--- src/rtl/regfile_pkg.sv ---
// Shared register-file types and constants for the writeback path.
package regfile_pkg;

  localparam int REG_AW  = 5;
  localparam int REG_DW  = 32;
  localparam int REG_NUM = 32;
  localparam logic [REG_AW-1:0] REG_ZERO = 5'd0;

  typedef logic [REG_AW-1:0] reg_addr_t;
  typedef logic [REG_DW-1:0] reg_data_t;

  typedef struct packed {
    reg_addr_t addr;
    reg_data_t data;
  } wb_req_t;

endpackage

--- src/rtl/rr_arbiter.sv ---
// Rotating-priority arbiter: the search starts at ptr and wraps, producing a
// one-hot grant plus its index. Tie ptr to 0 for plain fixed priority.
module rr_arbiter import regfile_pkg::*; #(
  parameter int N  = 2,
  parameter int IW = (N > 1) ? $clog2(N) : 1
) (
  input  logic [N-1:0]  req,
  input  logic [IW-1:0] ptr,
  output logic [N-1:0]  grant,
  output logic [IW-1:0] grant_idx
);

  logic found;

  // Two passes: indices at/above ptr first, then the wrapped-around ones below it.
  always_comb begin
    grant     = '0;
    grant_idx = '0;
    found     = 1'b0;
    for (int i = 0; i < N; i++) begin
      if (!found && req[i] && (i >= int'(ptr))) begin
        found     = 1'b1;
        grant[i]  = 1'b1;
        grant_idx = IW'(i);
      end
    end
    for (int i = 0; i < N; i++) begin
      if (!found && req[i] && (i < int'(ptr))) begin
        found     = 1'b1;
        grant[i]  = 1'b1;
        grant_idx = IW'(i);
      end
    end
  end

endmodule

--- src/rtl/regfile_wb_arbiter.sv ---
// Writeback arbiter for the 32x32 register file write port, with a pending-write
// scoreboard for RAW hazard queries from issue.
// REGFILE_WB_RR_EN: defined -> round-robin priority; undefined -> fixed priority
// (lowest index wins, no pointer register).
module regfile_wb_arbiter import regfile_pkg::*; #(
  parameter int NUM_REQ = 2,
  parameter int AW      = REG_AW,
  parameter int DW      = REG_DW
) (
  input  logic                  clk,
  input  logic                  rst,
  input  logic [NUM_REQ-1:0]    req_val,
  output logic [NUM_REQ-1:0]    req_rdy,
  input  logic [NUM_REQ*AW-1:0] req_addr,
  input  logic [NUM_REQ*DW-1:0] req_data,
  input  logic                  rsv_val,
  input  logic [AW-1:0]         rsv_addr,
  input  logic [AW-1:0]         qaddr0,
  output logic                  qbusy0,
  input  logic [AW-1:0]         qaddr1,
  output logic                  qbusy1,
  output logic                  wen,
  output logic [AW-1:0]         waddr,
  output logic [DW-1:0]         wdata
);

  localparam int IW   = $clog2(NUM_REQ);
  localparam int NREG = 1 << AW;

  logic [NUM_REQ-1:0] grant;
  logic [IW-1:0]      gidx;
  logic [IW-1:0]      ptr;
  logic               xfer;
  wb_req_t            win;
  logic [NREG-1:0]    pending;

  rr_arbiter #(.N(NUM_REQ), .IW(IW)) u_arb (
    .req       (req_val),
    .ptr       (ptr),
    .grant     (grant),
    .grant_idx (gidx)
  );

  // Grant is a pure function of req_val and the pointer, so rdy never loops back.
  assign req_rdy = grant;
  assign xfer    = |(req_val & grant);

  // Select the winner's address/data through the one-hot grant.
  always_comb begin
    win = '0;
    for (int i = 0; i < NUM_REQ; i++) begin
      if (grant[i]) begin
        win.addr = req_addr[i*AW +: AW];
        win.data = req_data[i*DW +: DW];
      end
    end
  end

`ifdef REGFILE_WB_RR_EN
  // Priority pointer moves just past the last winner; x0 writes still advance it.
  always_ff @(posedge clk or posedge rst) begin
    if (rst)       ptr <= '0;
    else if (xfer) ptr <= (int'(gidx) == NUM_REQ-1) ? '0 : gidx + 1'b1;
  end
`else
  assign ptr = '0;
`endif

  // Registered write port; writes to x0 are accepted but never assert wen.
  always_ff @(posedge clk or posedge rst) begin
    if (rst) begin
      wen   <= 1'b0;
      waddr <= '0;
      wdata <= '0;
    end else if (xfer) begin
      wen   <= (win.addr != REG_ZERO);
      waddr <= win.addr;
      wdata <= win.data;
    end else begin
      wen   <= 1'b0;
    end
  end

  // Pending scoreboard: clear on commit, then set, so a new reservation wins a tie.
  always_ff @(posedge clk or posedge rst) begin
    if (rst) begin
      pending <= '0;
    end else begin
      if (wen)                       pending[waddr]    <= 1'b0;
      if (rsv_val && rsv_addr != '0) pending[rsv_addr] <= 1'b1;
    end
  end

  // The committing write is still invisible to a same-cycle regfile read.
  assign qbusy0 = pending[qaddr0] | (wen && (waddr == qaddr0) && (qaddr0 != '0));
  assign qbusy1 = pending[qaddr1] | (wen && (waddr == qaddr1) && (qaddr1 != '0));

endmodule
--- config.mk ---
export PLATFORM = sky130hd
export DESIGN_NAME = regfile_wb_arbiter
export DESIGN_NICKNAME = d
export VERILOG_FILES = /design/src/rtl/regfile_pkg.sv /design/src/rtl/rr_arbiter.sv /design/src/rtl/regfile_wb_arbiter.sv
export SDC_FILE = /design/constraint.sdc
export NUM_CORES = 1
export LEC_CHECK = 0
export BUFFER_PORTS_ARGS = -buffer_cell sky130_fd_sc_hd__buf_4
export CAP_MARGIN = 20
export CELL_PAD_IN_SITES_DETAIL_PLACEMENT = 0
export CELL_PAD_IN_SITES_GLOBAL_PLACEMENT = 1
export CORE_AREA = 4 4 144 77
export DETAILED_ROUTE_END_ITERATION = 6
export DIE_AREA = 0 0 148 81
export GPL_TIMING_DRIVEN = 0
export PLACE_DENSITY = 0.95
export SLEW_MARGIN = 20
export SYNTH_ARGS = -nofsm -noshare
export SYNTH_HDL_FRONTEND = slang
export SYNTH_SLANG_ARGS = --single-unit
--- constraint.sdc ---
create_clock -name clk -period 3.7 [get_ports clk]
set_clock_uncertainty 0.05 [all_clocks]
set_input_delay 0.185 -clock clk [delete_from_list [all_inputs] [get_ports clk]]
set_output_delay 0.185 -clock clk [all_outputs]
set_load 0.01 [all_outputs]
[After elaboration in Yosys (flattened, before gate mapping)]
Cells that the tools add are included.
Storage, ports and cells
  flip-flop bits (word level): 70
  bits of input ports: 94
Operators by class
  order comparisons: 6
  equal/unequal tests: 2
  muxes and demuxes: 15
  bitwise gates (word level): 6
  reduce and logical (&&, ||, !) cells: 14
Operator list (count)
  2-to-1 mux 37 bit: 2
  2-to-1 mux 32 bit: 2
  AND 32 bit: 1
  inverter 32 bit: 1
  bitwise OR 32 bit: 1
  less-than comparator 5 x 6 -> 1 bit (second input constant): 4
  nonzero test 5 bit: 4
  binary-select mux 1 bit (select 5 bit): 2
  demux 1 bit (select 5 bit): 2
  == test 5 bit: 2
  greater-or-equal comparator 5 x 1 -> 1 bit (second input constant): 2
  logical AND 1 bit: 8
  2-to-1 mux 1 bit: 7
  AND 2 bit: 1
  bitwise OR 1 bit: 2
  OR reduction 2 bit: 1
  logical NOT 1 bit: 1

[Depth between registers and ports, before layout]
  depth after elaboration: 9
  gate-level depth with buffers: 6
  mapped depth without buffers: 5

[Cells and area by module]
Synthesis repeated with hierarchy kept, for this count alone.
Unflattened totals
  cells, all modules: 407
  area total of the unflattened synthesis: 3787.4 sq um
Modules (own cells, without submodules)
  regfile_wb_arbiter: instances 1, cells an instance 403, area each 3761.1 sq um, sequential area each 1751.7 sq um
  rr_arbiter: instances 1, cells an instance 4, area each 26.3 sq um, sequential area each 0.0 sq um

[Worst setup path after synthesis]
No wires, ideal clock.
  path kind: register -> register
  start: register waddr[1]
  end: register pending[4]
  arrival time: 1.292 ns
  required time: 3.521 ns
  slack: 2.229 ns
  stages on the path, launching flop included: 6
  clock period less this slack: 1.471 ns
  cell sequence: dfrtp_1 -> clkbuf_1 -> or3b_1 -> clkbuf_1 -> o21ai_0 -> o41ai_1
Between the ends
  word-level cells in the longest chain between the ends: 9
  elaborated cells between the ends (all ways): 10
  those cells by class: order compare (2); mux (4); bitwise (3); reduce/logical (1)
RTL lines
  start: declaration: line regfile_wb_arbiter.sv:23  | output logic [AW-1:0] waddr,
  start signal: assignment: line regfile_wb_arbiter.sv:77  | waddr <= win.addr;
  less-than comparator 5 x 6 -> 1 bit (implied by the code) or greater-or-equal comparator 5 x 1 -> 1 bit (tied branches): line regfile_wb_arbiter.sv:89  | if (wen) pending[waddr] <= 1'b0;
  logical AND 1 bit (implied by the code): line regfile_wb_arbiter.sv:89
  2-to-1 mux 1 bit (implied by the code): line regfile_wb_arbiter.sv:89
  demux 1 bit (select 5 bit) *: line regfile_wb_arbiter.sv:89
  inverter 32 bit (no source line) *
  AND 32 bit (no source line) *
  2-to-1 mux 32 bit *: line regfile_wb_arbiter.sv:89
  bitwise OR 32 bit (no source line)
  2-to-1 mux 32 bit *: line regfile_wb_arbiter.sv:90  | if (rsv_val && rsv_addr != '0) pending[rsv_addr] <= 1'b1;
  end signal: assignment: line regfile_wb_arbiter.sv:87  | pending <= '0;
  end signal: indexed assignment: line regfile_wb_arbiter.sv:89
  end signal: indexed assignment: line regfile_wb_arbiter.sv:90
  end: declaration: line regfile_wb_arbiter.sv:35  | logic [NREG-1:0] pending;
Mark *: on every way between the ends. The rest lies on a longest branch, timed or not.
A chain may end at the register's enable or synchronous reset.

[Worst setup path after layout]
  start: register waddr[3]
  end: output qbusy1
Between the ends
  word-level cells in the longest chain between the ends: 4
RTL lines
  == test 5 bit: line regfile_wb_arbiter.sv:96  | assign qbusy1 = pending[qaddr1] | (wen && (waddr == qaddr1) && (qaddr1 != '0));
  logical AND 1 bit (2 in a row): line regfile_wb_arbiter.sv:96
  bitwise OR 1 bit: line regfile_wb_arbiter.sv:96
  end: declaration: line regfile_wb_arbiter.sv:21  | output logic qbusy1,
No other way between the ends.

==> impl_metrics.tcl <==
set metrics [dict create \
    status "completed" \
    ys_top_cells_by_area "dfrtp_1 (45%), mux2i_1 (18%), o21ai_0 (13%)" \
    ys_seq_area_frac 0.455 \
    avgViaCountPerCell 5.55 \
    r2r_cells 5 \
    ys_types 35 \
    end_kind "output pin" \
    holdPathStages 3 \
    gp_congestion 0.978 \
    synth_edf_count 0 \
    grt_pass1_wl_um 20100 \
    setup_viol 0 \
    cp-startpoint "waddr[3]$_DFFE_PP0P_" \
    grtUsageTotal 0.218 \
    vias 3808 \
    synth.top_cell.area_share 0.455 \
    clk_latency_ps 330 \
    first_pass_iters 5 \
    cts_setup_buffers 0 \
    ir_worst_vdd_mv 0.295 \
    h-tree-depth 3 \
    setup_tns_ps 0 \
    mostFrequentLayoutCells "buf_4 (132), o21ai_0 (97), dfrtp_1 (70)" \
    timing.rr.start "waddr[1]$_DFFE_PP0P_" \
    hold_viol 0 \
    startpoint_type "flip-flop" \
    rr_endpoint "pending[4]$_DFF_PP0_" \
    dpl_worst_slack_ps 1910 \
    drv_slew 0 \
    synthFlopType "dfrtp_1" \
    period_share 0.599 \
    min_period_ps 2220 \
    arrival_ps 1980 \
    overflow 0 \
    wl_met2_um 5600 \
    clk_path_buf_depth 2 \
    hold_start "req_data[3]" \
    top_layer "met4" \
    fin_hold_ws_ps 7.67 \
    drive_gt1_frac 0.300 \
    ys_ff_latch 70 \
    dpl.hpwl_um 10300 \
    slew-limit-headroom 0.606 \
    fmax_mhz 451 \
    min_path_type "input port to flip-flop" \
    antenna_left 0 \
    required_ps 3460 \
    leakagePower_nw 2.50 \
    syn_area_mm2 0.00385 \
    r2r_slack_ps 1910 \
    cp_max_fo 10 \
    nFillCells 894 \
    cap_violations 0 \
    cts.sinks 70 \
    synth.largest_area_cell "dfrtp_1" \
    root_buffer "clkbuf_16" \
    io_pins 136 \
    dr.first_iter.drc_count 375 \
    nets 636 \
    remaining_drc_errors 0 \
    path_clk_slew_ps 60 \
    grt_pass1_vias 3678 \
    synth.net_count 494 \
    rsz0062_at_grt "no" \
    wl_met3_um 1470 \
    dieWidth_um 148 \
    min_to "wdata[3]$_DFFE_PP0P_" \
    final_common_cell "buf_4" \
    syn_inst 400 \
    path_class "flip-flop to output pin" \
    area_growth_pct 39.4 \
    core-area_mm2 0.00989 \
    antenna_found_initial 0 \
    die_h_um 81 \
    totalWireLength_um 13100 \
    async_flop_share 1.00 \
    wl_per_cell_um 19.1 \
    diodes 0 \
    dieArea_mm2 0.0120 \
    worstMarginPinSlew_ps 591 \
    setup_ws_ps 1480 \
    synth.avg_cell_area_um2 9.62 \
    met1_length_um 5910 \
    io_buffers 127 \
    postCtsResizedCells 0 \
    p_per_area_mw_per_mm2 499 \
    rows 26 \
    numCtsBuffers 9 \
    grt_max_degree 42 \
    synth-warning-count 0 \
    start_util 0.389 \
    cts_tree "done" \
]
where the power goes:
part,switching [W],internal (W),leakage (nW)
clock network,0.000331,0.000654,0.161
registers,0.000121,0.000926,0.814
logic,0.000346,0.000301,1.53
total,0.000798,0.00188,2.50
stage by stage:
step	cells	cell area [um2]	utilization	power, W
after floorplan	400	3850	-	0.00138
after global placement	667	4980	0.503	0.00165
after detailed placement	668	5000	0.506	0.00168
after CTS	686	5370	0.543	0.00267
after global routing	686	5370	0.543	0.00281
final	686	5370	0.543	0.00268
metal layers:
| layer | up-vias | global-route usage |
|---|---|---|
| met5 | - | 0 |
| met4 | 0 | 0.0590 |
| met3 | 18 | 0.0669 |
| met2 | 199 | 0.305 |
| met1 | 1859 | 0.325 |
| li1 | 1732 | - |
flip-flops by register name (all words and copies together), names as in the netlist:
register,cells
wen,1
pending,32
wdata,32
waddr,5
cells by family after synthesis:
group,after synthesis,share of synthesized area
AO/OA/AOI/OAI,126,0.180
AND/OR/NAND/NOR,93,0.123
flip-flops,70,0.455
multiplexers,69,0.179
buffers and inverters,34,0.0442
XOR/XNOR,8,0.0182
how the worst max path moves through the flow:
stage	endpoint	depth (start not counted)
2_1_floorplan	pending[0]$_DFF_PP0_	1
3_3_place_gp	wdata[15]$_DFFE_PP0P_	2
3_5_place_dp	qbusy1	7
4_1_cts	qbusy1	7
5_1_grt	qbusy0	7
6_report	qbusy1	7
critical path, stage by stage (launching register included):
cell	delay (ps)
dfrtp_1	410
buf_2	220
nor2_1	300
a21o_1	190
o21ai_0	80
nand4_1	150
nand4_1	140
buf_4	170
repair_timing:
item	4_1_cts	5_1_grt
endpoints found under the hold margin	31	0
hold buffers	3	0
endpoints found under the setup margin	0	0
synth_stat cells, types with 6 or more instances:
cell      number
a22oi_1        6
a311oi_1       6
buf_2          7
clkbuf_1      11
dfrtp_1       70
inv_1          6
mux2i_1       69
nand2_1       47
nand3_1        8
nand3b_1      10
o21ai_0       97
o21ai_1        6
xor2_1         6
final cells by class:
| class | instances | area (um2) | share of cell area |
|---|---|---|---|
| multi-input combinational | 296 | 1930 | 0.359 |
| sequential | 70 | 1750 | 0.326 |
| timing repair buffer | 131 | 1000 | 0.187 |
| clock buffer | 9 | 225 | 0.0420 |
| tap | 140 | 175 | 0.0326 |
| buffer | 28 | 148 | 0.0275 |
| clock inverter | 6 | 111 | 0.0207 |
| inverter | 6 | 25.0 | 0.00466 |
No activity file was read; power rests on OpenSTA's default activity.
